[config.mk]
export PLATFORM = sky130hd
export DESIGN_NAME = display_capture
export DESIGN_NICKNAME = d
export VERILOG_FILES = /design/src/rtl/display_capture.sv
export SDC_FILE = /design/constraint.sdc
export NUM_CORES = 1
export LEC_CHECK = 0
export ABC_AREA = 1
export BUFFER_PORTS_ARGS = -buffer_cell sky130_fd_sc_hd__buf_2
export CAP_MARGIN = 20
export CORE_UTILIZATION = 45
export CTS_CLUSTER_SIZE = 10
export DETAILED_ROUTE_END_ITERATION = 7
export GPL_TIMING_DRIVEN = 0
export SKIP_LAST_GASP = 1
export SLEW_MARGIN = 15
export SYNTH_ARGS = -nofsm -noshare
export SYNTH_HDL_FRONTEND = slang
export SYNTH_SLANG_ARGS = --single-unit
[constraint.sdc]
create_clock -name clk -period 4.6 [get_ports clk]
set_input_delay 1.38 -clock clk [delete_from_list [all_inputs] [get_ports clk]]
set_output_delay 1.38 -clock clk [all_outputs]
set_load 0.05 [all_outputs]
[src/rtl/display_capture.sv]
// Rebuilds the four hex digits and decimal points shown on a multiplexed 7-segment bus.
// Optional stale-bus timeout is enabled by defining CAPTURE_TIMEOUT_EN.
module display_capture #(
  parameter int unsigned SETTLE_CYCLES  = 4,
  parameter bit          SEG_ACTIVE_LOW = 1'b0,
  parameter int unsigned TIMEOUT_BITS   = 16
) (
  input  logic       clk,
  input  logic       rst,
  input  logic [3:0] en_disp,
  input  logic [7:0] digit_out,
  output logic [3:0] hex_0_out,
  output logic [3:0] hex_1_out,
  output logic [3:0] hex_2_out,
  output logic [3:0] hex_3_out,
  output logic [3:0] dp_out,
  output logic [3:0] seg_err,
  output logic       frame_valid,
  output logic       timeout
);

  localparam int unsigned CntW = (SETTLE_CYCLES > 1) ? $clog2(SETTLE_CYCLES) : 1;
  localparam logic [CntW-1:0] CntMax = CntW'(SETTLE_CYCLES - 1);

  typedef enum logic {StWait, StHold} state_e;

  state_e          state_q, state_d;
  logic [CntW-1:0] cnt_q, cnt_d;
  logic [11:0]     bus_q, prev_q;
  logic [3:0]      en_q;
  logic [7:0]      seg;
  logic            changed, one_hot, capture;
  logic [1:0]      idx;
  logic [4:0]      dec;
  logic [3:0]      stage_hex [4];
  logic [3:0]      stage_dp, stage_err;
  logic [3:0]      seen_q, seen_d;
  logic            commit_q;
  logic            stale;

  // Returns {err, value}; dp is not part of the pattern.
  function automatic logic [4:0] decode(input logic [6:0] p);
    case (p)
      7'h3F:   decode = 5'h00;
      7'h06:   decode = 5'h01;
      7'h5B:   decode = 5'h02;
      7'h4F:   decode = 5'h03;
      7'h66:   decode = 5'h04;
      7'h6D:   decode = 5'h05;
      7'h7D:   decode = 5'h06;
      7'h07:   decode = 5'h07;
      7'h7F:   decode = 5'h08;
      7'h6F:   decode = 5'h09;
      7'h77:   decode = 5'h0A;
      7'h7C:   decode = 5'h0B;
      7'h39:   decode = 5'h0C;
      7'h5E:   decode = 5'h0D;
      7'h79:   decode = 5'h0E;
      7'h71:   decode = 5'h0F;
      default: decode = 5'h10;
    endcase
  endfunction

  assign en_q    = bus_q[11:8];
  assign seg     = SEG_ACTIVE_LOW ? ~bus_q[7:0] : bus_q[7:0];
  assign changed = (bus_q != prev_q);
  assign one_hot = (en_q != 4'b0000) && ((en_q & (en_q - 4'd1)) == 4'b0000);
  assign dec     = decode(seg[6:0]);

  always_comb begin
    idx = 2'd0;
    for (int i = 0; i < 4; i++) begin
      if (en_q[i]) idx = 2'(i);
    end
  end

  always_comb begin
    state_d = state_q;
    cnt_d   = cnt_q;
    capture = 1'b0;
    unique case (state_q)
      StWait: begin
        if (changed) begin
          cnt_d = '0;
        end else begin
          if (cnt_q == CntMax && one_hot) begin
            capture = 1'b1;
            state_d = StHold;
          end
          if (cnt_q != CntMax) cnt_d = cnt_q + 1'b1;
        end
      end
      StHold: begin
        if (changed) begin
          state_d = StWait;
          cnt_d   = '0;
        end
      end
      default: state_d = StWait;
    endcase
  end

  always_comb begin
    seen_d = seen_q;
    if (commit_q) seen_d = 4'b0000;
    if (stale && !capture) seen_d = 4'b0000;
    if (capture) seen_d = seen_d | en_q;
  end

  always_ff @(posedge clk or posedge rst) begin
    if (rst) begin
      bus_q   <= '0;
      prev_q  <= '0;
      state_q <= StWait;
      cnt_q   <= '0;
    end else begin
      bus_q   <= {en_disp, digit_out};
      prev_q  <= bus_q;
      state_q <= state_d;
      cnt_q   <= cnt_d;
    end
  end

  always_ff @(posedge clk or posedge rst) begin
    if (rst) begin
      for (int i = 0; i < 4; i++) stage_hex[i] <= 4'h0;
      stage_dp    <= '0;
      stage_err   <= '0;
      seen_q      <= '0;
      commit_q    <= 1'b0;
      frame_valid <= 1'b0;
      hex_0_out   <= '0;
      hex_1_out   <= '0;
      hex_2_out   <= '0;
      hex_3_out   <= '0;
      dp_out      <= '0;
      seg_err     <= '0;
    end else begin
      if (capture) begin
        stage_hex[idx] <= dec[3:0];
        stage_dp[idx]  <= seg[7];
        stage_err[idx] <= dec[4];
      end
      seen_q      <= seen_d;
      commit_q    <= capture && ((seen_q | en_q) == 4'hF);
      frame_valid <= commit_q;
      if (commit_q) begin
        hex_0_out <= stage_hex[0];
        hex_1_out <= stage_hex[1];
        hex_2_out <= stage_hex[2];
        hex_3_out <= stage_hex[3];
        dp_out    <= stage_dp;
        seg_err   <= stage_err;
      end
    end
  end

`ifdef CAPTURE_TIMEOUT_EN
  logic [TIMEOUT_BITS-1:0] tcnt_q;

  assign stale   = &tcnt_q;
  assign timeout = stale;

  // Saturates so the flag holds until the next capture.
  always_ff @(posedge clk or posedge rst) begin
    if (rst) begin
      tcnt_q <= '0;
    end else if (capture) begin
      tcnt_q <= '0;
    end else if (!stale) begin
      tcnt_q <= tcnt_q + 1'b1;
    end
  end
`else
  localparam bit TimeoutWidthOk = (TIMEOUT_BITS > 0);

  assign stale   = 1'b0 & TimeoutWidthOk;
  assign timeout = 1'b0;
`endif

endmodule

==> run metrics <==
status=finished, final reports clean; Clock Sinks=81; Int Pwr=0.998 mW; Leak=2.16 nW; xor/xnor share of the synthesized area=1.29%; Die Area=7910 um^2; CTS tree=built; Yosys top cell area share=59.6%; sequential area share after synthesis=59.6%; Overflow after GRT=0; final setup fails=0; Period minus WS final=2.35 ns; largest cells by area after synthesis=dfrtp_1 (60%), nand2_1 (12%), mux2_2 (7.9%); Synth Warn #=0; IO Pins=40; cts hold-fix bufs=0; Die W=88.9 um; Post-CTS Setup Bufs=0; Max-Cap Viols=0; Max Fanout on Critical Path=2; main combinational cell family by area after synthesis=simple AND/OR/NAND/NOR gates; Crit-path slowest cell=dfrtp_1; # diodes=0; combinational share of power=4.9%; initial DRC count=77; DR DRC count=0; share of synthesized flip-flops with an asynchronous set or reset=100%; syn avg cell area=9.94 um^2; CP Class=register to primary output; total negative slack=0 ns; vias in the first global route=2189; crit-path cells=buf_2; Main synth FF type=dfrtp_1; Tcrit/Tclk final=51.2%; number of nets in the layout=407; final worst slack=2.25 ns; Slew Viols, Final=0; flops & latches, synth=81; mux contribution to synthesized area=7.95%; Detailed Routing Iterations Pass 1=4; clock slew at reported path FFs=0.09 ns; area leader, netlist=dfrtp_1; Buf/Inv on CP=1; worst-skew pair later-pin latency=0.36 ns; Tot Pwr=1.32 mW; RSZ-0062 raised after global routing=false; cell family with most CP delay=flip-flops; CP max stage delay=0.35 ns; Area Overhead vs Synth=16.1%; ANT nets after route=0; Distinct cells, synth=28; starting density of the core=46.6%; placed cells=480; Synth Area in Compound Gates=1.80%; Sw Pwr=0.323 mW; post-synthesis simple-gate area fraction=23.6%; global-route wire length before repair=10400 um; antenna violations before repair=0; Synth Area in Adders=0.368%; final hold violations=0; HPWL after DPL=4250 um; switching share of total power=24.5%; CTS H-tree lvls=3; root buffer cell=clkbuf_8; total routed wirelength=6060 um; Hold WC Path Type=register to register; DR WL/cell=12.2 um; routability cong.=0.892; Setup Skew=0.00838 ns; Clock power frac=39.7%; crit end category=primary output; sequential share of power=55.4%; Rows=31; PD cells=334 nW/um^2; EDFF count, synth=0; core area=7290 um^2; die height=88.9 um; Post-synth top cells=nand2_1 (110), dfrtp_1 (81), nand3_1 (29); CTS Buffer Depth=2; dpl ws=2.60 ns; maximum VDD drop=147 uV; crit start category=register; CP arrival=0.97 ns; Post-Layout Cell Count=496; Synth Net Count=357; worst path required time=3.22 ns; Post-CTS Resized=0; maximum number of pins on one net before global-route repair=50; most numerous cell in the Yosys netlist=nand2_1; Overall Global Routing Usage=17.7%; Post-Synthesis Cells=342; share of layout cells above drive strength 1=26.2%; Port Buffer Count=38; TritonCTS buffer count=9; vias per cell=4.78; DR vias=2372; f_max=425 MHz; mapped cell area=3400 um^2
path summary, 6_finish.rpt:
path / from / end / slack (ns) / cells after the start
worst max-delay path: hex_3_out[1] / hex_3_out[1] / 2.25 / 1
worst min-delay path: commit_q / frame_valid / 0.38 / 0
worst max register to register: bus_q[11] / stage_hex[4] / 2.90 / 10
worst min register to register: commit_q / frame_valid / 0.38 / 0
max in group asynchronous: rst / hex_2_out[3] / 3.01 / 3
min in group asynchronous: rst / seg_err[2] / 1.02 / 2
state kept, by name (all words and copies together), names as in the netlist:
name,count
stage_hex,16
bus_q,12
prev_q,12
dp_out,4
hex_0_out,4
hex_1_out,4
hex_2_out,4
hex_3_out,4
seen_q,4
seg_err,4
stage_dp,4
stage_err,4
cnt_q,2
commit_q,1
frame_valid,1
state_q,1
layout make-up:
| cell class | count | area, um^2 |
|---|---|---|
| Buffer | 10 | 73.8 |
| Clock buffer | 9 | 124 |
| Clock inverter | 7 | 80.1 |
| Fill cell | 701 | 3340 |
| Inverter | 28 | 108 |
| Multi-Input combinational cell | 223 | 1190 |
| Sequential cell | 81 | 2030 |
| Tap cell | 99 | 124 |
| Timing Repair Buffer | 39 | 218 |
power groups by stage:
stage	registers, mW	logic [mW]	clock network [mW]
3_3_place_gp	0.747	0.0614	0
3_5_place_dp	0.747	0.0656	0
4_1_cts	0.733	0.0660	0.541
2_1_floorplan	0.744	0.0459	0
5_1_grt	0.735	0.0741	0.565
6_report	0.732	0.0644	0.524
metal layers:
metal  part of all wire (%)  GRT usage (%)  up-vias  wire length (um)
li1                       -              -     1186                 -
met1                     49           24.3     1131              2950
met2                     46           27.3       44              2780
met3                    3.2           3.05       11               191
met4                    2.3           9.09        0               138
met5                      0              0        -                 0
through the flow:
step	hold WS [ns]	utilization, %	instance area [um^2]
6_report	0.384	54.2	3950
5_1_grt	0.389	54.2	3950
4_1_cts	0.386	54.2	3950
3_5_place_dp	0.360	51.4	3740
3_3_place_gp	0.360	50.9	3710
2_1_floorplan	0.349	-	3400
kinds of logic after synthesis:
kind of cell    after synthesis
compound gates               11
flops                        81
other cells                   1
buf+inv                      38
simple gates                181
xor+xnor                      5
mux                          24
fa+ha+maj                     1
cell usage in the layout (no fill, tap or decap):
master        n
nand2_1     110
dfrtp_1      81
buf_2        40
nand3_1      29
mux2_2       24
nor2_1       24
inv_1        24
clkbuf_8      9
o21ai_0       5
xnor2_1       5
buf_4         5
nor2_2        4
nand3_2       4
clkinvlp_4    4
inv_2         3
o22ai_1       3
a21oi_1       2
nor2_4        2
nand4_1       2
buf_6         2
clkbuf_1      1
nand3_4       1
a21boi_1      1
nand4_2       1
nor4_1        1
inv_4         1
nor3_1        1
nand3b_1      1
and3_1        1
ha_1          1
conb_1        1
clkinv_4      1
inv_8         1
bufinv_16     1
buf_16        1
Note: power is estimated with default switching activity, not from simulation.
